## src/rtl/decode_stage.sv

```systemverilog
// decode_stage: registered RV32I decode stage with valid/ready handshake and flush.
// Define LOAD_USE_INTERLOCK_EN to add the load-use interlock and its stall counter.
module decode_stage #(
   parameter int unsigned               ADDR_WIDTH     = 32,
   parameter int unsigned               DATA_WIDTH     = 32,
   parameter int unsigned               REG_ADDR_WIDTH = 5,
   parameter logic [ADDR_WIDTH-1:0]     PC_ADDR        = 32'h8000_0000
) (
   input  logic                      clk,
   input  logic                      reset,
   input  logic                      in_valid,
   output logic                      in_ready,
   input  logic [ADDR_WIDTH-1:0]     in_pc,
   input  logic [31:0]               in_inst,
   input  logic                      flush,
   output logic                      out_valid,
   input  logic                      out_ready,
   output logic [ADDR_WIDTH-1:0]     out_pc,
   output logic [DATA_WIDTH-1:0]     out_imm,
   output logic [2:0]                out_imm_type,
   output logic [6:0]                out_opcode,
   output logic [2:0]                out_funct3,
   output logic [6:0]                out_funct7,
   output logic [REG_ADDR_WIDTH-1:0] out_rs1,
   output logic [REG_ADDR_WIDTH-1:0] out_rs2,
   output logic [REG_ADDR_WIDTH-1:0] out_rd,
   output logic                      out_reg_we,
   output logic                      out_is_load,
   output logic                      out_illegal,
   output logic [31:0]               stall_cnt
);

   localparam logic [6:0] OPC_LUI    = 7'b0110111;
   localparam logic [6:0] OPC_AUIPC  = 7'b0010111;
   localparam logic [6:0] OPC_JAL    = 7'b1101111;
   localparam logic [6:0] OPC_JALR   = 7'b1100111;
   localparam logic [6:0] OPC_BRANCH = 7'b1100011;
   localparam logic [6:0] OPC_LOAD   = 7'b0000011;
   localparam logic [6:0] OPC_STORE  = 7'b0100011;
   localparam logic [6:0] OPC_OPIMM  = 7'b0010011;
   localparam logic [6:0] OPC_OP     = 7'b0110011;

   localparam logic [2:0] IMM_NONE = 3'd0;
   localparam logic [2:0] IMM_I    = 3'd1;
   localparam logic [2:0] IMM_S    = 3'd2;
   localparam logic [2:0] IMM_B    = 3'd3;
   localparam logic [2:0] IMM_U    = 3'd4;
   localparam logic [2:0] IMM_J    = 3'd5;

   typedef struct packed {
      logic [ADDR_WIDTH-1:0]     pc;
      logic [DATA_WIDTH-1:0]     imm;
      logic [2:0]                imm_type;
      logic [6:0]                opcode;
      logic [2:0]                funct3;
      logic [6:0]                funct7;
      logic [REG_ADDR_WIDTH-1:0] rs1;
      logic [REG_ADDR_WIDTH-1:0] rs2;
      logic [REG_ADDR_WIDTH-1:0] rd;
      logic                      reg_we;
      logic                      is_load;
      logic                      illegal;
   } dec_t;

   // All immediates take their sign from inst[31], including U when DATA_WIDTH > 32.
   function automatic logic [DATA_WIDTH-1:0] imm_i(input logic [31:0] ins);
      logic signed [11:0] raw;
      raw = ins[31:20];
      return DATA_WIDTH'(raw);
   endfunction

   function automatic logic [DATA_WIDTH-1:0] imm_s(input logic [31:0] ins);
      logic signed [11:0] raw;
      raw = {ins[31:25], ins[11:7]};
      return DATA_WIDTH'(raw);
   endfunction

   function automatic logic [DATA_WIDTH-1:0] imm_b(input logic [31:0] ins);
      logic signed [12:0] raw;
      raw = {ins[31], ins[7], ins[30:25], ins[11:8], 1'b0};
      return DATA_WIDTH'(raw);
   endfunction

   function automatic logic [DATA_WIDTH-1:0] imm_u(input logic [31:0] ins);
      logic signed [31:0] raw;
      raw = {ins[31:12], 12'b0};
      return DATA_WIDTH'(raw);
   endfunction

   function automatic logic [DATA_WIDTH-1:0] imm_j(input logic [31:0] ins);
      logic signed [20:0] raw;
      raw = {ins[31], ins[19:12], ins[20], ins[30:21], 1'b0};
      return DATA_WIDTH'(raw);
   endfunction

   dec_t       dec;
   dec_t       out_q, out_d;
   logic       valid_q, valid_d;
   logic       hazard;
   logic       accept;
   logic [2:0] dec_type;
   logic       rs1_en, rs2_en, wr_en, load_en, illegal_en;

   always_comb begin
      dec_type   = IMM_NONE;
      rs1_en     = 1'b0;
      rs2_en     = 1'b0;
      wr_en      = 1'b0;
      load_en    = 1'b0;
      illegal_en = 1'b0;
      case (in_inst[6:0])
         OPC_LUI, OPC_AUIPC: begin
            dec_type = IMM_U;
            wr_en    = 1'b1;
         end
         OPC_JAL: begin
            dec_type = IMM_J;
            wr_en    = 1'b1;
         end
         OPC_JALR, OPC_OPIMM: begin
            dec_type = IMM_I;
            rs1_en   = 1'b1;
            wr_en    = 1'b1;
         end
         OPC_LOAD: begin
            dec_type = IMM_I;
            rs1_en   = 1'b1;
            wr_en    = 1'b1;
            load_en  = 1'b1;
         end
         OPC_STORE: begin
            dec_type = IMM_S;
            rs1_en   = 1'b1;
            rs2_en   = 1'b1;
         end
         OPC_BRANCH: begin
            dec_type = IMM_B;
            rs1_en   = 1'b1;
            rs2_en   = 1'b1;
         end
         OPC_OP: begin
            rs1_en = 1'b1;
            rs2_en = 1'b1;
            wr_en  = 1'b1;
         end
         default: illegal_en = 1'b1;
      endcase
   end

   always_comb begin
      dec          = '0;
      dec.pc       = in_pc;
      dec.imm_type = dec_type;
      dec.opcode   = in_inst[6:0];
      dec.funct3   = in_inst[14:12];
      dec.funct7   = in_inst[31:25];
      dec.rs1      = rs1_en ? REG_ADDR_WIDTH'(in_inst[19:15]) : '0;
      dec.rs2      = rs2_en ? REG_ADDR_WIDTH'(in_inst[24:20]) : '0;
      dec.rd       = wr_en  ? REG_ADDR_WIDTH'(in_inst[11:7])  : '0;
      dec.reg_we   = wr_en && (in_inst[11:7] != 5'd0);
      dec.is_load  = load_en;
      dec.illegal  = illegal_en;
      case (dec_type)
         IMM_I:   dec.imm = imm_i(in_inst);
         IMM_S:   dec.imm = imm_s(in_inst);
         IMM_B:   dec.imm = imm_b(in_inst);
         IMM_U:   dec.imm = imm_u(in_inst);
         IMM_J:   dec.imm = imm_j(in_inst);
         default: dec.imm = '0;
      endcase
   end

`ifdef LOAD_USE_INTERLOCK_EN
   function automatic logic [31:0] sat_inc(input logic [31:0] v);
      return (v == 32'hFFFF_FFFF) ? v : v + 32'd1;
   endfunction

   logic [31:0] stall_q, stall_d;

   // Unread register fields decode as 0 and a held load has rd != 0, so plain equality suffices.
   assign hazard  = valid_q && out_q.is_load && (out_q.rd != '0) && in_valid &&
                    ((dec.rs1 == out_q.rd) || (dec.rs2 == out_q.rd));
   assign stall_d = (hazard && out_ready) ? sat_inc(stall_q) : stall_q;

   always_ff @(posedge clk or negedge reset) begin
      if (!reset) stall_q <= '0;
      else        stall_q <= stall_d;
   end

   assign stall_cnt = stall_q;
`else
   assign hazard    = 1'b0;
   assign stall_cnt = '0;
`endif

   assign in_ready = (!valid_q || out_ready) && !hazard && !flush;
   assign accept   = in_valid && in_ready;

   always_comb begin
      valid_d = valid_q;
      out_d   = out_q;
      if (flush) begin
         valid_d = 1'b0;
      end else if (accept) begin
         valid_d = 1'b1;
         out_d   = dec;
      end else if (out_ready) begin
         valid_d = 1'b0;
      end
   end

   // Output pipeline register
   always_ff @(posedge clk or negedge reset) begin
      if (!reset) begin
         valid_q  <= 1'b0;
         out_q    <= '0;
         out_q.pc <= PC_ADDR;
      end else begin
         valid_q  <= valid_d;
         out_q    <= out_d;
      end
   end

   assign out_valid    = valid_q;
   assign out_pc       = out_q.pc;
   assign out_imm      = out_q.imm;
   assign out_imm_type = out_q.imm_type;
   assign out_opcode   = out_q.opcode;
   assign out_funct3   = out_q.funct3;
   assign out_funct7   = out_q.funct7;
   assign out_rs1      = out_q.rs1;
   assign out_rs2      = out_q.rs2;
   assign out_rd       = out_q.rd;
   assign out_reg_we   = out_q.reg_we;
   assign out_is_load  = out_q.is_load;
   assign out_illegal  = out_q.illegal;

endmodule

```

## config.mk

```make
export PLATFORM = sky130hd
export DESIGN_NAME = decode_stage
export DESIGN_NICKNAME = d
export VERILOG_FILES = /design/src/rtl/decode_stage.sv
export SDC_FILE = /design/constraint.sdc
export NUM_CORES = 1
export LEC_CHECK = 0
export BUFFER_PORTS_ARGS = -buffer_cell sky130_fd_sc_hd__buf_2
export CORE_MARGIN = 2
export CORE_UTILIZATION = 47
export CTS_CLUSTER_SIZE = 16
export DETAILED_ROUTE_END_ITERATION = 16
export MAX_ROUTING_LAYER = met4
export PLACE_DENSITY = 0.8
export SETUP_SLACK_MARGIN = 0.2
export SYNTH_ARGS = -nofsm -noshare
export SYNTH_HDL_FRONTEND = slang
export SYNTH_SLANG_ARGS = --single-unit
```

## constraint.sdc

```tcl
create_clock -name clk -period 2.4 [get_ports clk]
set_clock_uncertainty 0.15 [all_clocks]
set_input_delay 0.72 -clock clk [delete_from_list [all_inputs] [get_ports clk]]
set_output_delay 0.72 -clock clk [all_outputs]
set_load 0.005 [all_outputs]
```

# After elaboration in Yosys (flattened, before gate mapping)

Cells that the tools add are included.

Bits in registers: 103
Output and inout bits: 136
Word-level logic and storage cells: 56

Eq/ne operators: 14
Muxes and demuxes: 13
Bitwise gates (word level): 1
Reductions and logical operators: 15

Operator list:

| cell                                                                  | number |
|---|---|
| 32-bit case mux with 5 select lines                                   | 1 |
| 7-bit by 6-bit equality test with 1-bit output, second input constant | 3 |
| 7-bit equality test, second input constant                            | 3 |
| 5-bit two-way mux                                                     | 3 |
| 3-bit case mux with 5 select lines                                    | 1 |
| 7-bit by 5-bit equality test with 1-bit output, second input constant | 2 |
| 9-bit OR reduction                                                    | 1 |
| 1-bit two-way mux                                                     | 8 |
| 7-bit by 2-bit equality test with 1-bit output, second input constant | 1 |
| 7-bit OR reduction                                                    | 1 |
| 3-bit by 2-bit equality test with 1-bit output, second input constant | 2 |
| 3-bit equality test, second input constant                            | 2 |
| 3-bit OR reduction                                                    | 2 |
| 6-bit OR reduction                                                    | 1 |
| 5-bit nonzero test                                                    | 1 |
| 3-bit by 1-bit equality test with 1-bit output, second input constant | 1 |
| 1-bit logical AND                                                     | 3 |
| 3-bit nonzero test                                                    | 1 |
| 1-bit logical NOT                                                     | 2 |
| 2-bit AND reduction                                                   | 1 |
| 2-bit OR reduction                                                    | 1 |
| 1-bit logical OR                                                      | 1 |
| 1-bit NOT                                                             | 1 |

# Logic depth before layout (Yosys ltp)

Depth after elaboration: 6
Gate-level depth with buffers: 8
Gate-level depth less buffers: 4

# Least setup slack after synthesis

No wires, ideal clock.

Path kind: input-to-reg
Start point: input in_inst[4]
End point: register out_q (netlist bit out_imm[23])
Arrival time: 1.872 ns
Data required time: 2.099 ns
Slack: 0.227 ns
Stages on the path: 6
Path through: buf_4 and4b_1 and2_1 buf_6 a2111oi_4 a211oi_1

Word-level cells in the longest chain between the ends: 5

Ends and longest elaborated chain:

| item                                                                             | RTL line | RTL |
|---|---|---|
| from (decl)                                                                      | 14       | `input logic [31:0] in_inst,` |
| 7-bit by 2-bit equality test with 1-bit output (tied with other cells)           | 111      | `case (in_inst[6:0])` |
| 3-bit OR reduction (no source line) / 2-bit OR reduction (equally long branches) | --       |  |
| 3-bit case mux with 5 select lines (*)                                           | 111      |  |
| 3-bit equality test (tied with other cells)                                      | 163      | `case (dec_type)` |
| 32-bit case mux with 5 select lines (*)                                          | 163      |  |
| to (signal assigned)                                                             | 220      | `out_q <= out_d;` |
| to (decl)                                                                        | 97       | `dec_t out_q, out_d;` |

Mark *: on every way between the ends. The rest lies on a longest branch, timed or not.
A chain may end at the register's enable or synchronous reset.

# Worst setup path in the final report

Ends and elaborated chain as after synthesis.

==> impl_results.md <==
- Area share of the largest cell type after synthesis: 0.556
- Hpwl dp: 8.32 mm
- Largest net degree at the start of global routing: 78
- Worst Path Max Fanout: 10
- Final hold vios: 0
- Worst-skew pair later-pin latency: 0.35 ns
- CTS root buffer: clkbuf_8
- Area contributors post-synth: dfrtp_1 56%, nand2_1 15%, buf_4 5.4%
- F_max: 489 MHz
- Cts bufs inserted: 9
- Final instance area: 5660 µm²
- Initial core utilization: 0.477
- GP Congestion: just under 0.9
- Minimum clock period: 2.04 ns
- Detail Route Antenna Nets: 0
- Area after DPL: ~5500 µm²
- Initial antenna violation count: 0
- Die Ht: approximately 100 µm
- Die area: 10600 µm²
- TritonCTS clock tree: yes
- Fillcell total: between 900 and 1000
- Layout cells sized above 1: 0.330
- Vias per cell: 4.92
- Port bufs: 172
- Final Net Count: between 700 and 800
- Most common cell after layout, fill and taps aside: nand2_1
- Tcrit/Tclk final: 0.852
- Static leakage: 3.11 nW
- Commonest cells after routing, fill and taps aside: 179 x nand2_1, 171 x buf_2, 102 x dfrtp_1
- Critical path arrival: ~2.1 ns
- Synth warn: 0
- Worst hold path type: in2async
- First-pass GRT wire length: 17.4 mm
- Sink Count: 103
- RSZ-0062 raised after global routing: false
- Distinct cells, synth: 48
- Worst slew pin tran: 0.565 ns
- Synth Instances: 480
- Max VDD drop: approximately 0.00033 V
- Max Cap Viol: 0
- Residual DRC: 0
- Seq/Total Area, Yosys: 0.561
- DRT Pass-1 Iters: 4
- WL/cell: 14.5 µm
- Mapped Area: 4590 µm²
- Max-slew violations: 0
- Max Buffers Root-to-Sink: 2
- Total number of vias: 3858
- Cts hold-fix bufs: 0
- Routed WL: 11.4 mm
- Yosys reg bits: roughly 100
- Rows: 36
- Vias in the first global route: 3486
- CORE AREA: just under 10000 µm²
- Outcome: complete, no violations
- 1st-iter DRT viols: between 100 and 150
- Num ports: approximately 210
- Clock-pin slew on the worst setup and hold paths: 0.11 ns
- Mapped Avg Cell Area: 9.57 µm²
- Width of the die: roughly 100 µm
- Post-cts resize count: 0
- Total GRT Usage: 0.218
- N_diodes: 0
- CTS H-tree lvls: 3
- Rel. slew slack: 0.623
- Kind of critical path: in2reg
- Layout area overhead: 23.2%
- Setup-failing EPs final: 0
- R2R setup slack: roughly 0.44 ns
- Critical Path RT: 2.46 ns
- Gr ovfl total: 0
- Post-synth top area cell: dfrtp_1
- Cell area power density: 651 nW/µm²
- Nature of the critical path startpoint: primary input
- Crit path capture type: flop
- Post-CTS Setup Inserts: 0
- Total power: 3.69 mW
routing by layer:
layer,GRT usage,vias up,share of wire
li1,-,1856,-
met1,0.301,1855,0.45
met2,0.328,134,0.47
met3,0.0312,13,0.052
met4,0.0870,0,0.020
met5,-,-,0
cell usage after synthesis (all sizes together):
library cell,count
a2111oi,1
a211oi,10
a21o,2
a21oi,22
a221o,1
a22o,21
a31o,1
a31oi,2
a41oi,2
and2,1
and3,2
and4b,2
buf,51
clkbuf,8
conb,1
dfrtp,102
dfstp,1
inv,1
nand2,180
nand2b,2
nand3,5
nand3b,1
nand4,1
nand4b,1
nor2,34
nor2b,1
nor3,4
nor3b,1
nor4,1
nor4b,1
nor4bb,1
o211ai,1
o21ai,6
o21bai,1
o311a,1
o31ai,1
o41ai,2
or3,1
or3b,1
or4,1
or4b,1
worst paths after layout:
path,depth (start not counted),endpoint,startpoint
max in group asynchronous,2,out_pc[31],reset
min in group clk,2,out_pc[31],out_pc[31]
setup / recovery,5,out_imm[23],in_inst[4]
hold / removal,2,out_imm[2],reset
hold reg to reg,2,out_pc[31],out_pc[31]
setup reg to reg,4,out_imm[23],out_valid
stage by stage:
step | hold slack (ns) | std cells | setup slack, ns | utilization | setup TNS, ns
final | 0.170 | 784 | 0.356 | 0.587 | 0
after detailed placement | 0.306 | 768 | -0.0100 | 0.569 | -0.0100
after floorplan | 0.274 | 511 | 0.227 | - | 0
after global routing | 0.179 | 784 | 0.284 | 0.587 | 0
after CTS | 0.173 | 784 | 0.379 | 0.587 | 0
after global placement | 0.298 | 768 | 0.118 | 0.569 | 0
worst max-delay path: stages:
cell	delay, ns
buf_2	0.18
and4b_1	0.28
a31o_2	0.25
a41oi_2	0.51
a211oi_1	0.16
flip-flops by register name, indices dropped and copies added (netlist names):
register and count:
out_opcode 7, out_reg_we 1, out_rs1 5, out_rd 5, out_valid 1, out_is_load 1
out_funct3 3, out_imm_type 3, out_funct7 7, out_imm 32, out_rs2 5, out_pc 32
out_illegal 1
kinds of logic after synthesis:
logic type	synth area share
AO/OA/AOI/OAI	0.126
flip-flops	0.561
other	0.000816
buffers and inverters	0.0850
AND/OR/NAND/NOR	0.227
power by group:
part | internal [mW] | switching, mW
logic | 0.295 | 0.377
registers | 1.93 | 0.103
clock network | 0.407 | 0.577
final cells by class:
| class | instances | area, µm² | area share |
|---|---|---|---|
| well taps | 133 | 166 | 0.0294 |
| multi-input cells | 348 | 1750 | 0.309 |
| clock inverters | 5 | 35.0 | 0.00619 |
| flip-flops and latches | 103 | 2580 | 0.456 |
| repair buffers | 183 | 983 | 0.174 |
| clock buffers | 11 | 141 | 0.0250 |
| inverters | 1 | 3.75 | 0.000663 |
Power figures use the tool's default switching activity.
